### src/rtl/mem_access_unit.sv
// -----------------------------------------------------------------------------
// mem_access_unit
//
// MEM stage of the in-order pipeline. It resolves branches for the instruction
// sitting in EX/MEM, runs the handshake with the data memory for loads and
// stores, stalls the front of the pipeline while a memory access is
// outstanding, and owns the MEM/WB pipeline register.
//
// All state changes on the falling edge of Clk, like the rest of the pipeline
// registers. Rst_n is an asynchronous, active-low reset.
//
// Ports
//   Clk, Rst_n              clock (falling edge active), async active-low reset
//   Branch_addr_MEM         branch target computed in EX
//   Condition_MEM           3-bit branch condition selector
//   Branch_MEM              instruction is a branch
//   MemWrite_MEM            instruction is a store
//   MemRead_MEM             instruction is a load
//   RegWrite_MEM            instruction writes the register file
//   MemData_MEM             store data
//   WBData_MEM              ALU result; also the memory address
//   Less_MEM, Zero_MEM      ALU flags used by the branch condition
//   Overflow_MEM            ALU overflow; suppresses register write-back
//   Rd_MEM                  destination register
//   dmem_req/we/addr/wdata  request to data memory (valid while ACCESS)
//   dmem_rdata, dmem_ack    response from data memory
//   stall                   hold PC, IF/ID, ID/EX and EX/MEM
//   flush, PCSrc            branch taken: redirect PC and kill younger stages
//   Branch_target           redirect address
//   RegWrite_WB, WBData_WB,
//   Rd_WB                   MEM/WB pipeline register
//   mem_err                 sticky: misaligned access or memory timeout seen
// -----------------------------------------------------------------------------
module mem_access_unit #(
  parameter int DATA_W = 32
) (
  input  logic              Clk,
  input  logic              Rst_n,
  // EX/MEM
  input  logic [DATA_W-1:0] Branch_addr_MEM,
  input  logic [2:0]        Condition_MEM,
  input  logic              Branch_MEM,
  input  logic              MemWrite_MEM,
  input  logic              RegWrite_MEM,
  input  logic              MemRead_MEM,
  input  logic [DATA_W-1:0] MemData_MEM,
  input  logic [DATA_W-1:0] WBData_MEM,
  input  logic              Less_MEM,
  input  logic              Zero_MEM,
  input  logic              Overflow_MEM,
  input  logic [4:0]        Rd_MEM,
  // Data memory
  output logic              dmem_req,
  output logic              dmem_we,
  output logic [DATA_W-1:0] dmem_addr,
  output logic [DATA_W-1:0] dmem_wdata,
  input  logic [DATA_W-1:0] dmem_rdata,
  input  logic              dmem_ack,
  // Pipeline control
  output logic              stall,
  output logic              flush,
  output logic              PCSrc,
  output logic [DATA_W-1:0] Branch_target,
  // MEM/WB
  output logic              RegWrite_WB,
  output logic [DATA_W-1:0] WBData_WB,
  output logic [4:0]        Rd_WB,
  output logic              mem_err
);

  typedef enum logic {
    ST_IDLE   = 1'b0,
    ST_ACCESS = 1'b1
  } state_t;

  localparam logic [3:0] WAIT_MAX = 4'hF;

  state_t      r_state;
  state_t      w_state_nxt;
  logic [3:0]  r_wait_cnt;
  logic [3:0]  w_wait_cnt_nxt;

  logic        w_cond;
  logic        w_taken;
  logic        w_mem_op;
  logic        w_misalign;
  logic        w_wait_max;
  logic        w_timeout;
  logic        w_wb_regwrite;
  logic [DATA_W-1:0] w_wb_data;

  // Branch condition decode on the ALU flags.
  function automatic logic cond_eval(input logic [2:0] cond,
                                     input logic       zero,
                                     input logic       less);
    logic res;
    case (cond)
      3'b000:  res = 1'b0;
      3'b001:  res = zero;
      3'b010:  res = ~zero;
      3'b011:  res = less;
      3'b100:  res = ~less;
      3'b101:  res = less | zero;
      3'b110:  res = ~less & ~zero;
      default: res = 1'b1;
    endcase
    return res;
  endfunction

  // ---- Branch resolution (combinational) ----
  assign w_cond        = cond_eval(Condition_MEM, Zero_MEM, Less_MEM);
  assign w_taken       = Branch_MEM & w_cond;
  assign flush         = w_taken;
  assign PCSrc         = w_taken;
  assign Branch_target = Branch_addr_MEM;

  // ---- Memory access qualification ----
  assign w_mem_op   = MemRead_MEM | MemWrite_MEM;
  assign w_misalign = w_mem_op & (WBData_MEM[1:0] != 2'b00);
  assign w_wait_max = (r_wait_cnt == WAIT_MAX);
  // Sixteenth ACCESS cycle with no ack: give up on this access.
  assign w_timeout  = (r_state == ST_ACCESS) & ~dmem_ack & w_wait_max;

  // ---- FSM next state, stall and memory request ----
  always_comb begin
    w_state_nxt    = r_state;
    w_wait_cnt_nxt = r_wait_cnt;
    stall          = 1'b0;
    dmem_req       = 1'b0;
    dmem_we        = 1'b0;
    dmem_addr      = '0;
    dmem_wdata     = '0;
    case (r_state)
      ST_IDLE: begin
        // A stray ack while idle has no effect here.
        if (w_mem_op && !w_misalign) begin
          w_state_nxt    = ST_ACCESS;
          w_wait_cnt_nxt = 4'h0;
          stall          = 1'b1;
        end
      end
      ST_ACCESS: begin
        // EX/MEM is frozen by stall, so these inputs stay stable for the
        // whole access.
        dmem_req   = 1'b1;
        dmem_we    = MemWrite_MEM;
        dmem_addr  = WBData_MEM;
        dmem_wdata = MemData_MEM;
        if (dmem_ack) begin
          w_state_nxt = ST_IDLE;
        end else if (w_wait_max) begin
          w_state_nxt = ST_IDLE;
        end else begin
          w_wait_cnt_nxt = r_wait_cnt + 4'h1;
          stall          = 1'b1;
        end
      end
      default: begin
        w_state_nxt = ST_IDLE;
      end
    endcase
  end

  // ---- MEM/WB next values ----
  // On the ack edge of a load, stall is low, so the read data is captured
  // on that same edge.
  assign w_wb_regwrite = RegWrite_MEM & ~Overflow_MEM & ~w_misalign & ~w_timeout;
  assign w_wb_data     = MemRead_MEM ? dmem_rdata : WBData_MEM;

  // ---- State register ----
  always_ff @(negedge Clk or negedge Rst_n) begin
    if (!Rst_n) begin
      r_state    <= ST_IDLE;
      r_wait_cnt <= 4'h0;
    end else begin
      r_state    <= w_state_nxt;
      r_wait_cnt <= w_wait_cnt_nxt;
    end
  end

  // ---- MEM/WB register and error flag ----
  always_ff @(negedge Clk or negedge Rst_n) begin
    if (!Rst_n) begin
      RegWrite_WB <= 1'b0;
      WBData_WB   <= '0;
      Rd_WB       <= 5'd0;
      mem_err     <= 1'b0;
    end else begin
      if (stall) begin
        // Bubble: no write-back, data and destination hold.
        RegWrite_WB <= 1'b0;
      end else begin
        RegWrite_WB <= w_wb_regwrite;
        WBData_WB   <= w_wb_data;
        Rd_WB       <= Rd_MEM;
      end
      if (((r_state == ST_IDLE) && w_misalign) || w_timeout) begin
        mem_err <= 1'b1;
      end
    end
  end

endmodule

### config.mk
export PLATFORM = sky130hd
export DESIGN_NAME = mem_access_unit
export DESIGN_NICKNAME = d
export VERILOG_FILES = /design/src/rtl/mem_access_unit.sv
export SDC_FILE = /design/constraint.sdc
export NUM_CORES = 1
export LEC_CHECK = 0
export BUFFER_PORTS_ARGS = -buffer_cell sky130_fd_sc_hd__buf_2
export CELL_PAD_IN_SITES_DETAIL_PLACEMENT = 0
export CELL_PAD_IN_SITES_GLOBAL_PLACEMENT = 2
export CORE_AREA = 2 2 125 127
export DETAILED_ROUTE_END_ITERATION = 12
export DIE_AREA = 0 0 127 129
export PLACE_DENSITY = 0.83
export SLEW_MARGIN = 15
export SYNTH_ARGS = -nofsm -noshare
export SYNTH_HDL_FRONTEND = slang
export SYNTH_SLANG_ARGS = --single-unit
### constraint.sdc
create_clock -name Clk -period 3.2 [get_ports Clk]
set_input_delay 0.32 -clock Clk [delete_from_list [all_inputs] [get_ports Clk]]
set_output_delay 0.32 -clock Clk [all_outputs]
set_load 0.02 [all_outputs]
# Word level (Yosys, flattened, before mapping)
# Cells that the tools add are included.
# W data, S select, Z words.
# op_classes
n_addsub,1
n_eq_ne,10
n_mux,15
n_bitwise,17
reduce_logical,7
# ops
op,n
$mux W32,3
$mux W4,3
$eq A3 B3 Y1 const B,3
$and A1 B1 Y1,8
$pmux W4 S2,1
$not A1 Y1,7
$pmux W1 S7,1
$eq A3 B2 Y1 const B,2
$mux W1,6
$ne A2 B2 Y1 const B,3
$add A4 B1 Y4 const B,1
$eq A4 B4 Y1 const B,1
$eq A3 B1 Y1 const B,1
$logic_not A3 Y1,1
$reduce_and A3 Y1,1
$logic_and A1 B1 Y1,2
$or A1 B1 Y1,2
$pmux W1 S2,1
$reduce_bool A2 Y1,1
$logic_not A1 Y1,1
$logic_or A1 B1 Y1,1
# totals
register_bits,44
inputBits,146
out_inout_bits,140
wordCells,56

# Depth between registers and ports, before layout
# Gate-level depths: netlist of run 1.
# logic_depth
ltp_word,7
depth_mapped,5
ltp_nobuf,5

==> results of run 1 <==
==> final timing paths <==
path	start	to	slack, ps	cells after the start
max reg2reg	r_wait_cnt[0]$_DFFE_NN0P_	WBData_WB[22]$_DFFE_NN0N_	1390	6
min	mem_err$_DFFE_NN0P_	mem_err$_DFFE_NN0P_	430	1
max	r_state$_DFF_NN0_	dmem_wdata[27]	-150	3
min in group asynchronous	Rst_n	WBData_WB[25]$_DFFE_NN0N_	1480	1
min reg2reg	mem_err$_DFFE_NN0P_	mem_err$_DFFE_NN0P_	430	1
max in group asynchronous	Rst_n	WBData_WB[7]$_DFFE_NN0N_	1160	2
==> cell type report <==
cell class                 count  area, um^2  area share
timing repair buffer         244        1480       0.326
clock buffer                   6         139      0.0307
tap                          188         235      0.0520
inverter                       3        13.8     0.00304
multi-input combinational    165        1550       0.342
clock inverter                 2        10.0     0.00221
sequential                    44        1100       0.243
==> worst max-delay path, cell delays in order (launching register included) <==
cell	delay, ps
dfrtn_1	490
buf_12	250
and2_1	180
buf_2	170
==> cells in the final DEF, fill, tap and decap left out, drive strengths merged <==
cell type / n
a211o: 1
a21oi: 1
a221o: 1
a2bb2oi: 1
and2: 65
and3: 1
buf: 244
clkbuf: 6
clkinv: 2
dfrtn: 44
ha: 1
inv: 3
mux2: 70
mux2i: 2
nand2: 1
nand2b: 1
nand3: 4
nand4: 1
nor2: 4
nor2b: 2
nor3: 1
nor4: 1
o21ai: 5
or3: 2
==> flip-flops by register name, summed over array words and instances (netlist names) <==
signal / flops
WBData_WB: 32
Rd_WB: 5
RegWrite_WB: 1
r_wait_cnt: 4
mem_err: 1
r_state: 1
==> what timing repair did <==
item | 4_1_cts | 5_1_grt
gates resized for setup | 62 | 6
setup buffers | 2 | 1
gates cloned | 0 | 0
setup endpoints to repair | 63 | 64
pin swaps | 2 | 2
==> metrics by stage <==
stage | power [W] | utilization
after CTS | 0.00200 | 0.299
after detailed placement | 0.00141 | 0.278
final | 0.00196 | 0.302
after global routing | 0.00208 | 0.302
after global placement | 0.00140 | 0.278
after floorplan | 0.00117 | -
==> power groups by stage <==
stage | Clock (W) | Sequential [W] | Combinational, W
final | 0.000525 | 0.000685 | 0.000751
after global routing | 0.000582 | 0.000695 | 0.000805
after CTS | 0.000556 | 0.000684 | 0.000758
after detailed placement | 0 | 0.000689 | 0.000717
after global placement | 0 | 0.000690 | 0.000709
after floorplan | 0 | 0.000773 | 0.000395
==> logic make-up after synthesis <==
| logic type | count (synthesis) | synth area share |
|---|---|---|
| compound gates | 9 | 0.0254 |
| flops | 44 | 0.372 |
| simple gates | 83 | 0.172 |
| mux | 72 | 0.311 |
| buf+inv | 51 | 0.115 |
| fa+ha+maj | 1 | 0.00423 |
==> routing by layer <==
layer | wire, um | track usage | up-vias
met5 | 13 | 0 | -
met4 | 324 | 0.0517 | 2
met3 | 936 | 0.0333 | 30
met2 | 5020 | 0.207 | 163
met1 | 4330 | 0.147 | 1258
li1 | - | - | 1242
==> results.toml, run 1 <==
[timing]
worst_pin_slew_ps = 541
finalHoldViolations = 0
fin_ws_ps = -146
setup_violations = 64
maxSlewHeadroom = 0.639
fin_skew_ps = 4.07
finalSetupTns_ps = -5920
fin_hold_ws_ps = 427
maxSlewViolCount = 0
rsz0062_at_grt = "true"

[grt]
grt_pass1_wl_um = 15400
grt_pass1_vias = 2836
track_usage = 0.122
grt_max_degree = 64
antenna_found_initial = 1
globalRouteOverflowTotal = 0

[power]
pwr-share-seq = 0.349
p_sw_frac = 0.331
clkPwrFrac = 0.268
pwr_density_cell_nw_per_um2 = 434
internal-power_w = 0.00131
p_comb_frac = 0.383
ir_worst_vdd_mv = 0.197
p_sw_w = 0.000649
p_leak_nw = 2.39

[clock_tree]
clkLatencyLatePin_ps = 310
cts_root_buffer = "clkbuf_16"
h-tree-depth = 2
cts-hold-fix-buffers = 0
cts-buffers-inserted = 5
cts_tree = "built"
clock-sinks = 44
clock_path_buffers = 2
path_clk_slew_ps = 50

[synthesis]
syn_avg_cell_area_um2 = 11.4
ys_seq_elements = 44
synthTopCellsByCount = "and2_1 (65), dfrtn_1 (44), mux2_2 (40)"
synth_top_area_frac = 0.372
synth_warnings = 0
synth_cells = 260
mappedNetlistArea_um2 = 2960
synth.most_common_cell = "and2_1"
syn_nets = 407
synthTopCellsByArea = "dfrtn_1 (37%), mux2_2 (15%), mux2_4 (15%)"
synth_top_area_cell = "dfrtn_1"
synth_edf_count = 0
ys_seq_area_frac = 0.372
postSynth.asyncResetShare = 1.00
ys.flop_type = "dfrtn_1"
synth_cell_types = 30

[cells_and_area]
drive_gt1_frac = 0.709
final_nets = 610
finish.instance_area_um2 = 4520
instances_no_fill = 652
area_growth_pct = 52.9
fillers = 1585
diodes = 0

[run]
cap_violations = 0

[placement]
place_area_um2 = 4160
port-buffer-count = 221
dpl_worst_slack_ps = -132
placed_cells = 641
place_congestion = 0.822
dp_hpwl_um = 8640

[detailed_routing]
dr.first_iter.drc_count = 134
wl_um = 10600
post_drt_wl_per_cell_um = 16.3
drcViolationCount = 0
postRouteAntennaNets = 0
drt-pass1-iter-count = 4
vias = 2695
viasPerCell = 4.13

[floorplan]
core_um2 = 15000
pin_count = 286
die-area_um2 = 16400
die_x_um = 127
row_count = 45
die_y_um = 129
initial_core_util = 0.197

[run_status]
status = "complete, but fails checks"
violations = "setup timing"

[hold_path]
hold_class = "register to register"

[setup_path]
path_class = "register to output pin"
critPathLaunchType = "register"
crit_path_end_kind = "output pin"
arrival_ps = 3030
path_max_fanout = 63
required_ps = 2880
(Power assumes the default switching activity.)
==> run 2, diff against run 1 <==
--- a/config.mk
+++ b/config.mk
@@ -16,3 +16,4 @@
 export SYNTH_ARGS = -nofsm -noshare
 export SYNTH_HDL_FRONTEND = slang
 export SYNTH_SLANG_ARGS = --single-unit
+export TNS_END_PERCENT = 50
==> run 2 against run 1 <==
Net effect:
- via count up 0.26%
- sequential share of layout area unchanged
- combinational power barely moved
- design area stayed put
- clock skew about the same
- first-iteration DRC count shrank 7.5%
- hold slack about the same
- sequential power about the same
- count of clock-buffer cells in the layout unchanged
- critical path depth unchanged
- the flow still finishes with violations (setup timing)
- global-route usage did not move
- largest power group unchanged
- clock power about the same
==> results.toml, run 2 (synthesized netlist as in run 1, its figures left out) <==
[run_status]
status = "complete, but fails checks"
violations = "setup timing"

[floorplan]
pin_count = 286
core_um2 = 15000
initial_core_util = 0.197
die-area_um2 = 16400
die_x_um = 127
die_y_um = 129
row_count = 45

[clock_tree]
clock-sinks = 44
cts-buffers-inserted = 5
clkLatencyLatePin_ps = 310
h-tree-depth = 2
clock_path_buffers = 2
cts_root_buffer = "clkbuf_16"
path_clk_slew_ps = 50
cts_tree = "built"

[setup_path]
arrival_ps = 3030
path_class = "register to output pin"
reg2reg_from = "r_wait_cnt[0]$_DFFE_NN0P_"
path_max_fanout = 63
required_ps = 2880
rr_worst_depth = 6
critPathLaunchType = "register"
crit_path_end_kind = "output pin"
r2r_end = "WBData_WB[22]$_DFFE_NN0N_"
crit_path_start = "r_state$_DFF_NN0_"
ff2ff_setup_slack_ps = 1390

[power]
p_leak_nw = 2.39
ir_worst_vdd_mv = 0.197
pwr_density_cell_nw_per_um2 = 434

[detailed_routing]
viasPerCell = 4.14
vias = 2702
wl_um = 10600
post_drt_wl_per_cell_um = 16.3
drcViolationCount = 0
drt-pass1-iter-count = 4
postRouteAntennaNets = 0
dr.first_iter.drc_count = 124

[cells_and_area]
final_common_cell = "buf_2"
area_growth_pct = 52.9
fillers = 1585
top_register = "WBData_WB"
largest_register_ffs = 32
diodes = 0
finish.instance_area_um2 = 4520
drive_gt1_frac = 0.709
final_nets = 610
final_cell_mix = "buf_2 (164), buf_4 (75), and2_1 (65)"
reg.largest.list = "WBData_WB x32, Rd_WB x5, r_wait_cnt x4"

[timing]
finalSetupTns_ps = -5950
worst_pin_slew_ps = 557
fin_ws_ps = -147
maxSlewHeadroom = 0.629
setup_violations = 64
rsz0062_at_grt = "true"
finalHoldViolations = 0
fin_skew_ps = 4.06
maxSlewViolCount = 0

[grt]
grt_pass1_wl_um = 15400
grt_max_degree = 64
antenna_found_initial = 1
grt_pass1_vias = 2834
track_usage = 0.122
globalRouteOverflowTotal = 0

[placement]
place_congestion = 0.822
place_area_um2 = 4160
port-buffer-count = 221
dp_hpwl_um = 8640
dpl_worst_slack_ps = -132

[run]
cap_violations = 0

[hold_path]
hold_end = "mem_err$_DFFE_NN0P_"
hold_class = "register to register"
hold_start = "mem_err$_DFFE_NN0P_"
holdPathStages = 1
## run 2: cell counts in the layout (fill, tap and decap cells not counted)
Identical to the previous run, type by type.
## run 2: metrics by stage
stage                     std cells  hold slack (ps)   util  total power [W]
after floorplan                 260              379      -          0.00117
after global placement          641              407  0.278          0.00140
after detailed placement        641              427  0.278          0.00141
after CTS                       651              437  0.299          0.00200
after global routing            652              444  0.302          0.00208
final                           652              427  0.302          0.00196
## run 2: critical path, cell delays in order, from the launching register on
cell and delay (ps):
dfrtn_1 500, buf_12 250, and2_1 180, buf_2 170
## run 2: layout make-up
type	count	area, um^2	area share
Multi-Input combinational cell	165	1550	0.342
Timing Repair Buffer	244	1480	0.326
Sequential cell	44	1100	0.243
Tap cell	188	235	0.0520
Clock buffer	6	139	0.0307
Inverter	3	13.8	0.00304
Clock inverter	2	10.0	0.00221
## run 2: worst max-delay path by stage
| stage | to |
|---|---|
| detailed placement | Rd_WB[1]$_DFFE_NN0N_ |
| CTS | dmem_wdata[27] |
| finish | dmem_wdata[27] |
| global placement | Rd_WB[1]$_DFFE_NN0N_ |
| floorplan | WBData_WB[0]$_DFFE_NN0N_ |
| global route | dmem_wdata[27] |
## run 2: routing by layer
| metal | global-route usage | routed length (um) | vias up |
|---|---|---|---|
| li1 | - | - | 1242 |
| met1 | 0.147 | 4350 | 1265 |
| met2 | 0.207 | 5020 | 163 |
| met3 | 0.0333 | 938 | 30 |
| met4 | 0.0517 | 324 | 2 |
| met5 | 0 | 13 | - |
## run 2: repair_timing
action | CTS | global route
resized for setup | 62 | 6
endpoints found under the setup margin | 63 | 64
hold buffers | 0 | 0
pin swaps | 2 | 2
buffers inserted | 2 | 1
## run 2: power by group
part / internal (W) / switching [W]
clock network: 0.000308 / 0.000217
logic: 0.000366 / 0.000386
registers: 0.000639 / 0.0000461
total: 0.00131 / 0.000649
==> run 3, diff against run 2 <==
--- a/config.mk
+++ b/config.mk
@@ -11,7 +11,9 @@
 export CORE_AREA = 2 2 125 127
 export DETAILED_ROUTE_END_ITERATION = 12
 export DIE_AREA = 0 0 127 129
-export PLACE_DENSITY = 0.83
+export PLACE_DENSITY_LB_ADDON = 0.1
+export SKIP_CTS_REPAIR_TIMING = 1
+export SKIP_LAST_GASP = 1
 export SLEW_MARGIN = 15
 export SYNTH_ARGS = -nofsm -noshare
 export SYNTH_HDL_FRONTEND = slang
==> run 3 against run 2 <==
Net effect:
- the run still ends with setup timing left
- combinational power shrank 6.0%
- critical path depth grew 1
- setup slack got worse by 2.8 ps
- via count decreased by 4.7%
- critical path type unchanged
- largest power group unchanged
==> results.toml, run 3 (synthesized netlist as in run 1, its figures left out) <==
[run_status]
status = "complete, but fails checks"
violations = "setup timing"

[run]
cap_violations = 0

[cells_and_area]
fillers = 1618
largest_register_ffs = 32
multi_input_area_um2 = 1520
reg.largest.list = "WBData_WB x32, Rd_WB x5, r_wait_cnt x4"
area_growth_pct = 45.7
diodes = 0
finish.instance_area_um2 = 4310
final_nets = 606
utilization = 0.288
drive_gt1_frac = 0.698
ff_latch_area_um2 = 1100
final_common_cell = "buf_2"
top_register = "WBData_WB"
final_cell_mix = "buf_2 (220), and2_1 (65), dfrtn_1 (44)"

[clock_tree]
h-tree-depth = 2
cts-buffers-inserted = 5
cts_root_buffer = "clkbuf_16"
cts_tree = "built"
clock-sinks = 44
clkLatencyLatePin_ps = 300
clock_path_buffers = 2
path_clk_slew_ps = 50

[grt]
use_met3 = 0.0353
grt_util_met2 = 0.180
grt_pass1_wl_um = 13400
globalRouteOverflowTotal = 0
grtUsageMet1 = 0.126
track_usage = 0.105
antenna_found_initial = 0
grt_pass1_vias = 2521
top_usage_layer = "met2"
grt_max_degree = 37

[floorplan]
pin_count = 286
row_count = 45
initial_core_util = 0.197
die-area_um2 = 16400
core_um2 = 15000
die_y_um = 129
die_x_um = 127

[hold_path]
hold_class = "register to register"

[setup_path]
path_class = "register to output pin"
arrival_ps = 3030
path_max_fanout = 4
critPathLaunchType = "register"
crit_path_end_kind = "output pin"
required_ps = 2880

[power]
pwr_density_cell_nw_per_um2 = 442
p_sw_frac = 0.325
p_comb_frac = 0.371
clkPwrFrac = 0.272
ir_worst_vdd_mv = 0.155
p_sw_w = 0.000620
internal-power_w = 0.00128
pwr-share-seq = 0.357
finalPower_w = 0.00190
p_leak_nw = 2.36

[timing]
finalHoldViolations = 0
fin_skew_ps = 2.86
finalSetupTns_ps = -4100
rsz0062_at_grt = "true"
setup_violations = 66
maxSlewViolCount = 0
fin_ws_ps = -149
worst_pin_slew_ps = 448
fin_hold_ws_ps = 422
maxSlewHeadroom = 0.701

[detailed_routing]
post_drt_wl_per_cell_um = 14.2
viasPerCell = 3.97
drcViolationCount = 0
wl_um = 9190
vias = 2574
postRouteAntennaNets = 0
dr.first_iter.drc_count = 32
drt-pass1-iter-count = 4

[placement]
place_congestion = 0.666
port-buffer-count = 221
dp_hpwl_um = 7270
place_area_um2 = 4120
## run 3: cell types whose count changed in the layout (fill, tap and decap cells not counted), moves of 2 or more
cell      delta
clkbuf_1     +2
clkinv_2     -2
buf_12       -2
buf_2       +56
buf_4       -60
## run 3: final cells by class
class / count / area share
Inverter: 3 / 0.00319
Timing Repair Buffer: 240 / 0.300
Clock buffer: 8 / 0.0340
Sequential cell: 44 / 0.256
Tap cell: 188 / 0.0546
Multi-Input combinational cell: 165 / 0.353
## run 3: metal layers
layer,share of wire,vias to the layer above,wire [um]
met3,0.10,15,960
met4,0.013,0,124
met2,0.48,154,4380
li1,-,1236,-
met1,0.41,1169,3730
met5,0,-,0
## run 3: power groups by stage
stage / Clock [W] / Combinational (W) / Sequential [W]
finish: 0.000519 / 0.000706 / 0.000680
global route: 0.000563 / 0.000760 / 0.000690
CTS: 0.000542 / 0.000711 / 0.000681
detailed placement: 0 / 0.000709 / 0.000687
global placement: 0 / 0.000709 / 0.000688
floorplan: 0 / 0.000395 / 0.000773
## run 3: metrics by stage
stage	instances	setup WS, ps
floorplan	260	3.70
global placement	637	-82.0
detailed placement	637	-94.1
CTS	645	-372
global route	648	-197
finish	648	-149
## run 3: critical path: stages (launching register included)
cell and delay [ps]:
dfrtn_1 400, or3_4 370, a2bb2oi_4 170, inv_4 80, buf_6 110
## run 3: final timing paths
check                                                 end  cells past startpoint  slack, ps                      start
worst max-delay path                                stall                      4       -150          r_state$_DFF_NN0_
worst min register to register        mem_err$_DFFE_NN0P_                      1        420        mem_err$_DFFE_NN0P_
worst max register to register  WBData_WB[21]$_DFFE_NN0N_                      6       1370  r_wait_cnt[1]$_DFFE_NN0P_
max in group asynchronous            Rd_WB[3]$_DFFE_NN0N_                      2       1210                      Rst_n
min in group asynchronous       WBData_WB[19]$_DFFE_NN0N_                      1       1440                      Rst_n
worst min-delay path                  mem_err$_DFFE_NN0P_                      1        420        mem_err$_DFFE_NN0P_
